**src/rtl/pipe_stage_buf.sv**
```systemverilog
// Pipeline stage register with valid/ready flow control and an optional two-entry skid buffer.
// It supports flush, bubble gating of write-enable/halt, a sticky halt-seen flag and sticky protocol-error detection.
module pipe_stage_buf #(
  parameter int DW   = 16,
  parameter int NCH  = 5,
  parameter int CW   = 7,
  parameter int RW   = 3,
  parameter int SKID = 1
) (
  input  logic              clk,
  input  logic              rst,
  input  logic              flush,
  input  logic              in_valid,
  output logic              in_ready,
  input  logic [NCH*DW-1:0] in_data,
  input  logic [CW-1:0]     in_ctrl,
  input  logic              in_wreg,
  input  logic [RW-1:0]     in_rd,
  input  logic              in_halt,
  output logic              out_valid,
  input  logic              out_ready,
  output logic [NCH*DW-1:0] out_data,
  output logic [CW-1:0]     out_ctrl,
  output logic              out_wreg,
  output logic [RW-1:0]     out_rd,
  output logic              out_halt,
  output logic              halt_seen,
  output logic              err
);

  localparam int PW = NCH * DW;

  typedef struct packed {
    logic [PW-1:0] data;
    logic [CW-1:0] ctrl;
    logic          wreg;
    logic [RW-1:0] rd;
    logic          halt;
  } entry_t;

  typedef enum logic [1:0] {
    ST_EMPTY = 2'd0,
    ST_ONE   = 2'd1,
    ST_FULL  = 2'd2
  } state_t;

  state_t        state_reg, state_next;
  entry_t        main_reg, skid_reg, in_entry;
  logic          ready_base_reg;
  logic          halt_seen_reg, err_reg, stalled_prev_reg;
  logic [PW-1:0] data_prev_reg;
  logic [RW-1:0] rd_prev_reg;
  logic          xfer_in, xfer_out;
  logic          load_main_in, load_main_skid, load_skid_in;
  logic [NCH-1:0] chan_changed;
  logic          withdrew;

  always_comb begin
    in_entry      = '0;
    in_entry.data = in_data;
    in_entry.ctrl = in_ctrl;
    in_entry.wreg = in_wreg;
    in_entry.rd   = in_rd;
    in_entry.halt = in_halt;
  end

  // With the skid entry, in_ready is purely registered; without it, it looks through to out_ready.
  generate
    if (SKID != 0) begin : g_skid_ready
      assign in_ready = ready_base_reg;
    end else begin : g_single_ready
      assign in_ready = ready_base_reg & (~out_valid | out_ready);
    end
  endgenerate

  assign out_valid = (state_reg != ST_EMPTY);
  assign out_data  = main_reg.data;
  assign out_ctrl  = main_reg.ctrl;
  assign out_rd    = main_reg.rd;
  assign out_wreg  = main_reg.wreg & out_valid;
  assign out_halt  = main_reg.halt & out_valid;
  assign halt_seen = halt_seen_reg;
  assign err       = err_reg;

  assign xfer_in  = in_valid & in_ready;
  assign xfer_out = out_valid & out_ready;

  always_ff @(posedge clk) begin
    if (!rst) begin
      state_reg      <= ST_EMPTY;
      ready_base_reg <= 1'b0;
    end else begin
      state_reg      <= state_next;
      ready_base_reg <= (SKID != 0) ? (state_next != ST_FULL) : 1'b1;
    end
  end

  always_comb begin
    state_next     = state_reg;
    load_main_in   = 1'b0;
    load_main_skid = 1'b0;
    load_skid_in   = 1'b0;
    case (state_reg)
      ST_EMPTY: begin
        if (xfer_in) begin
          state_next   = ST_ONE;
          load_main_in = 1'b1;
        end
      end
      ST_ONE: begin
        if (xfer_in && xfer_out) begin
          load_main_in = 1'b1;
        end else if (xfer_in) begin
          if (SKID != 0) begin
            state_next   = ST_FULL;
            load_skid_in = 1'b1;
          end else begin
            load_main_in = 1'b1;
          end
        end else if (xfer_out) begin
          state_next = ST_EMPTY;
        end
      end
      ST_FULL: begin
        if (xfer_out) begin
          state_next     = ST_ONE;
          load_main_skid = 1'b1;
        end
      end
      default: state_next = ST_EMPTY;
    endcase
    // Flush overrides any handshake in the same cycle.
    if (flush) begin
      state_next     = ST_EMPTY;
      load_main_in   = 1'b0;
      load_main_skid = 1'b0;
      load_skid_in   = 1'b0;
    end
  end

  always_ff @(posedge clk) begin
    if (!rst) begin
      main_reg <= '0;
      skid_reg <= '0;
    end else begin
      if (load_main_in) begin
        main_reg <= in_entry;
      end else if (load_main_skid) begin
        main_reg <= skid_reg;
      end
      if (load_skid_in) begin
        skid_reg <= in_entry;
      end
    end
  end

  genvar gi;
  generate
    for (gi = 0; gi < NCH; gi++) begin : g_chan_cmp
      assign chan_changed[gi] = (in_data[gi*DW +: DW] != data_prev_reg[gi*DW +: DW]);
    end
  endgenerate

  // A stalled offer must be held unchanged until accepted.
  assign withdrew = stalled_prev_reg & (~in_valid | (|chan_changed) | (in_rd != rd_prev_reg));

  always_ff @(posedge clk) begin
    if (!rst) begin
      halt_seen_reg    <= 1'b0;
      err_reg          <= 1'b0;
      stalled_prev_reg <= 1'b0;
      data_prev_reg    <= '0;
      rd_prev_reg      <= '0;
    end else begin
      halt_seen_reg    <= halt_seen_reg | (xfer_out & out_halt & ~flush);
      err_reg          <= err_reg | withdrew;
      stalled_prev_reg <= in_valid & ~in_ready & ~flush;
      data_prev_reg    <= in_data;
      rd_prev_reg      <= in_rd;
    end
  end

endmodule

```
**config.mk**
```make
export PLATFORM = sky130hd
export DESIGN_NAME = pipe_stage_buf
export DESIGN_NICKNAME = d
export VERILOG_FILES = /design/src/rtl/pipe_stage_buf.sv
export SDC_FILE = /design/constraint.sdc
export NUM_CORES = 1
export LEC_CHECK = 0
export ABC_AREA = 1
export ABC_CLOCK_PERIOD_IN_PS = 3200
export BUFFER_PORTS_ARGS = -buffer_cell sky130_fd_sc_hd__buf_2
export CAP_MARGIN = 20
export CORE_ASPECT_RATIO = 0.75
export CORE_MARGIN = 2
export CORE_UTILIZATION = 43
export CTS_BUF_LIST = sky130_fd_sc_hd__clkbuf_8 sky130_fd_sc_hd__clkbuf_16
export CTS_CLUSTER_DIAMETER = 200
export DETAILED_ROUTE_END_ITERATION = 8
export SLEW_MARGIN = 20
export SYNTH_ARGS = -nofsm -noshare
export SYNTH_HDL_FRONTEND = slang
export SYNTH_SLANG_ARGS = --single-unit
export TNS_END_PERCENT = 20
```
**constraint.sdc**
```tcl
create_clock -name clk -period 3.2 [get_ports clk]
set_clock_uncertainty 0.05 [all_clocks]
set_input_delay 0.64 -clock clk [delete_from_list [all_inputs] [get_ports clk]]
set_output_delay 0.64 -clock clk [all_outputs]
set_load 0.02 [all_outputs]
```
==> out/metrics.csv <==
metric;value;unit
Die W;193;um
Slew HR;50.0;%
run status;finished, final reports clean;
root buf cell;clkbuf_16;
Arr. time, crit path;1.43;ns
Final Hold Fails;0;
CTS Buffer Depth;3;
Leakage;0.00636;uW
Post-synth EDFFs;0;
final net count;1802;
die area;0.0282;mm2
initial antenna violation count;1;
Post-CTS Setup Bufs;0;
number of core rows;51;
Post-Syn Nets;1735;
CP Capture Type;output port;
max FFs per register;92;
R2R depth;8;
Pins Over Slew Limit;0;
Final period util;66.1;%
GR peak layer;met1;
Reg clk slew, reported paths;0.06;ns
Net Sw Power;1820;uW
DRC viols;0;
Worst Hold Path Cells;3;
CTS tree;done;
largest net degree at the start of global routing;176;
Initial Utilization;44.2;%
worst skew pair latency;0.53;ns
M2 GR Usage;33.0;%
drt wl/cell;15.3;um
H-Tree Depth;1;
met1 Use GR;33.5;%
remaining global-route overflow;0;
Worst path slowest cell;dfxtp_1;
gpl congestion;0.826;
switch share;24.4;%
Mapped Cells;1638;
startpoint types;flip-flop;
worst slack at placement;0.882;ns
Ports;193;
Logic pwr share;8.6;%
clock sinks;273;
asr flop ratio synth;0;%
mean post-synth cell area;7.06;um2
Setup WS post-layout;1.08;ns
Critical Path RT;2.51;ns
n_diodes;0;
Area Growth Syn to Fin;12.7;%
hpwl dp;21300;um
first-pass GRT wire length;50300;um
FMAX;0.473;GHz
synth warn;0;
post_cts resized;0;
R2R Setup Slk;1.13;ns
Initial DRT Pass Iterations;5;
MaxCap Viol Count;0;
number of port buffers;192;
Power Dens Cells;572;mW/mm2
worst-path maximum fanout;4;
DR iter-0 viols;630;
Total Wirelength;31700;um
VDD IR max;0.000417;V
number of buffers inserted by hold repair at cts;0;
Core Footprint;0.0262;mm2
min-delay worst type;in2reg;
Cell Area, Synth;0.0116;mm2
RSZ-0062 raised after global routing;no;
final setup fails;0;
cell internal pwr;5630;uW
Vias/cell;4.74;
Worst R2R End;skid_reg[48];
part of the power in registers;47.8;%
layout cells sized above 1;15.1;%
HP Start;in_data[36];
Vias;9803;
vias in the first global route;8984;
Tightest Pin Transition;0.751;ns
Synth cell types;22;
critical path cell sequence;nor2_2 -> nor2_1 -> buf_2;
Die H;146;um
Final min period;2.12;ns
Setup CP Type;reg2out;
Yosys reg bits;273;
WHS Endpoint;data_prev_reg[36];
Clock Power Share;43.7;%
setup_tns;0;ns
fillers;2713;
critical path's largest stage delay;0.34;ns
antenna viol nets, final;0;
Num CTS Buffers;28;
met3 Track Usage GR;3.55;%
Main synth FF type;dfxtp_1;
FF-to-FF Start;state_reg[1];
share of the yosys chip area belonging to registers;47.3;%
GR Util All Layers;22.2;%
-- kinds of logic (layout without fill, tap and decap cells) --
logic type                Yosys count  after routing  share of synthesized area, %
AOI/OAI and AO/OA                 281            281                          13.2
and+or+nand+nor                   684            684                          22.6
DFF                               273            273                          47.3
xor gates and xnor gates            7              7                         0.530
buffers and inverters             393            479                          16.4
-- power by group through the flow --
stage | sequential [uW] | clock, uW | combinational, uW
after floorplan | 3620 | 0 | 416
after global placement | 3630 | 0 | 632
after detailed placement | 3630 | 0 | 638
after CTS | 3560 | 3330 | 640
after global routing | 3570 | 3480 | 714
final | 3560 | 3250 | 637
-- cell usage after synthesis, types with 3 or more instances --
| library cell | count | area share (%) |
|---|---|---|
| buf_4 | 99 | 6.4 |
| nand3_1 | 4 | 0.17 |
| buf_2 | 36 | 1.6 |
| or2_2 | 4 | 0.22 |
| o21ai_0 | 111 | 4.8 |
| nor2_1 | 97 | 3.2 |
| a21oi_1 | 77 | 3.3 |
| buf_1 | 3 | 0.097 |
| dfxtp_1 | 273 | 47 |
| nand2_1 | 571 | 19 |
| a31oi_1 | 92 | 5.0 |
| inv_1 | 221 | 7.2 |
| xnor2_1 | 7 | 0.53 |
| nand4_1 | 3 | 0.16 |
| clkbuf_1 | 31 | 1.0 |
-- critical path, delay by kind of cell (launching register included) --
kind	cells	cell delay, ns
and+or+nand+nor	2	0.38
buffers and inverters	1	0.17
DFF	1	0.34
-- final cells by class --
cell class | count | area (um2) | share of cell area, %
clock buffers | 38 | 850 | 6.52
clock inverters | 11 | 72.6 | 0.557
inverters | 224 | 845 | 6.48
multi-input cells | 972 | 4220 | 32.4
flip-flops and latches | 273 | 5470 | 41.9
well taps | 344 | 430 | 3.30
repair buffers | 206 | 1140 | 8.78
-- per-layer routing --
metal  part of all wire (%)  up-vias
li1                       -     5096
met1                     50     4408
met2                     42      258
met3                    6.1       39
met4                    1.8        2
met5                  0.051        -
-- metrics by stage --
stage	instances	util [%]	cell area, um2	hold slack (ns)	total power, uW
5_1_grt	2068	49.8	13000	0.263	7760
3_3_place_gp	2019	46.3	12100	0.385	4260
3_5_place_dp	2019	46.3	12100	0.386	4270
4_1_cts	2068	49.8	13000	0.252	7520
6_report	2068	49.8	13000	0.271	7450
2_1_floorplan	1638	-	11600	0.375	4040
-- placed cells by master (no fill, tap or decap), types with 2 or more instances in the layout --
| cell type | instances |
|---|---|
| dfxtp_1 | 273 |
| buf_12 | 6 |
| clkbuf_16 | 29 |
| a31oi_1 | 92 |
| inv_1 | 227 |
| nand4_1 | 3 |
| clkinv_2 | 5 |
| clkbuf_8 | 9 |
| buf_2 | 191 |
| nand2_1 | 571 |
| o21ai_0 | 111 |
| nor2_1 | 96 |
| buf_4 | 9 |
| a21oi_1 | 77 |
| xnor2_1 | 7 |
| nor3b_1 | 2 |
| or2_2 | 4 |
| nand3_1 | 4 |
-- worst max-delay path by stage --
stage / to / start / cells past startpoint / slack (ns)
global placement: skid_reg[44] / in_valid / 10 / 0.90
CTS: out_halt / state_reg[0] / 3 / 1.07
detailed placement: skid_reg[48] / in_valid / 10 / 0.88
floorplan: out_data[28] / in_valid / 8 / 1.45
finish: out_halt / state_reg[1] / 3 / 1.08
global route: skid_reg[45] / state_reg[1] / 8 / 0.94
Power figures use the tool's default switching activity.
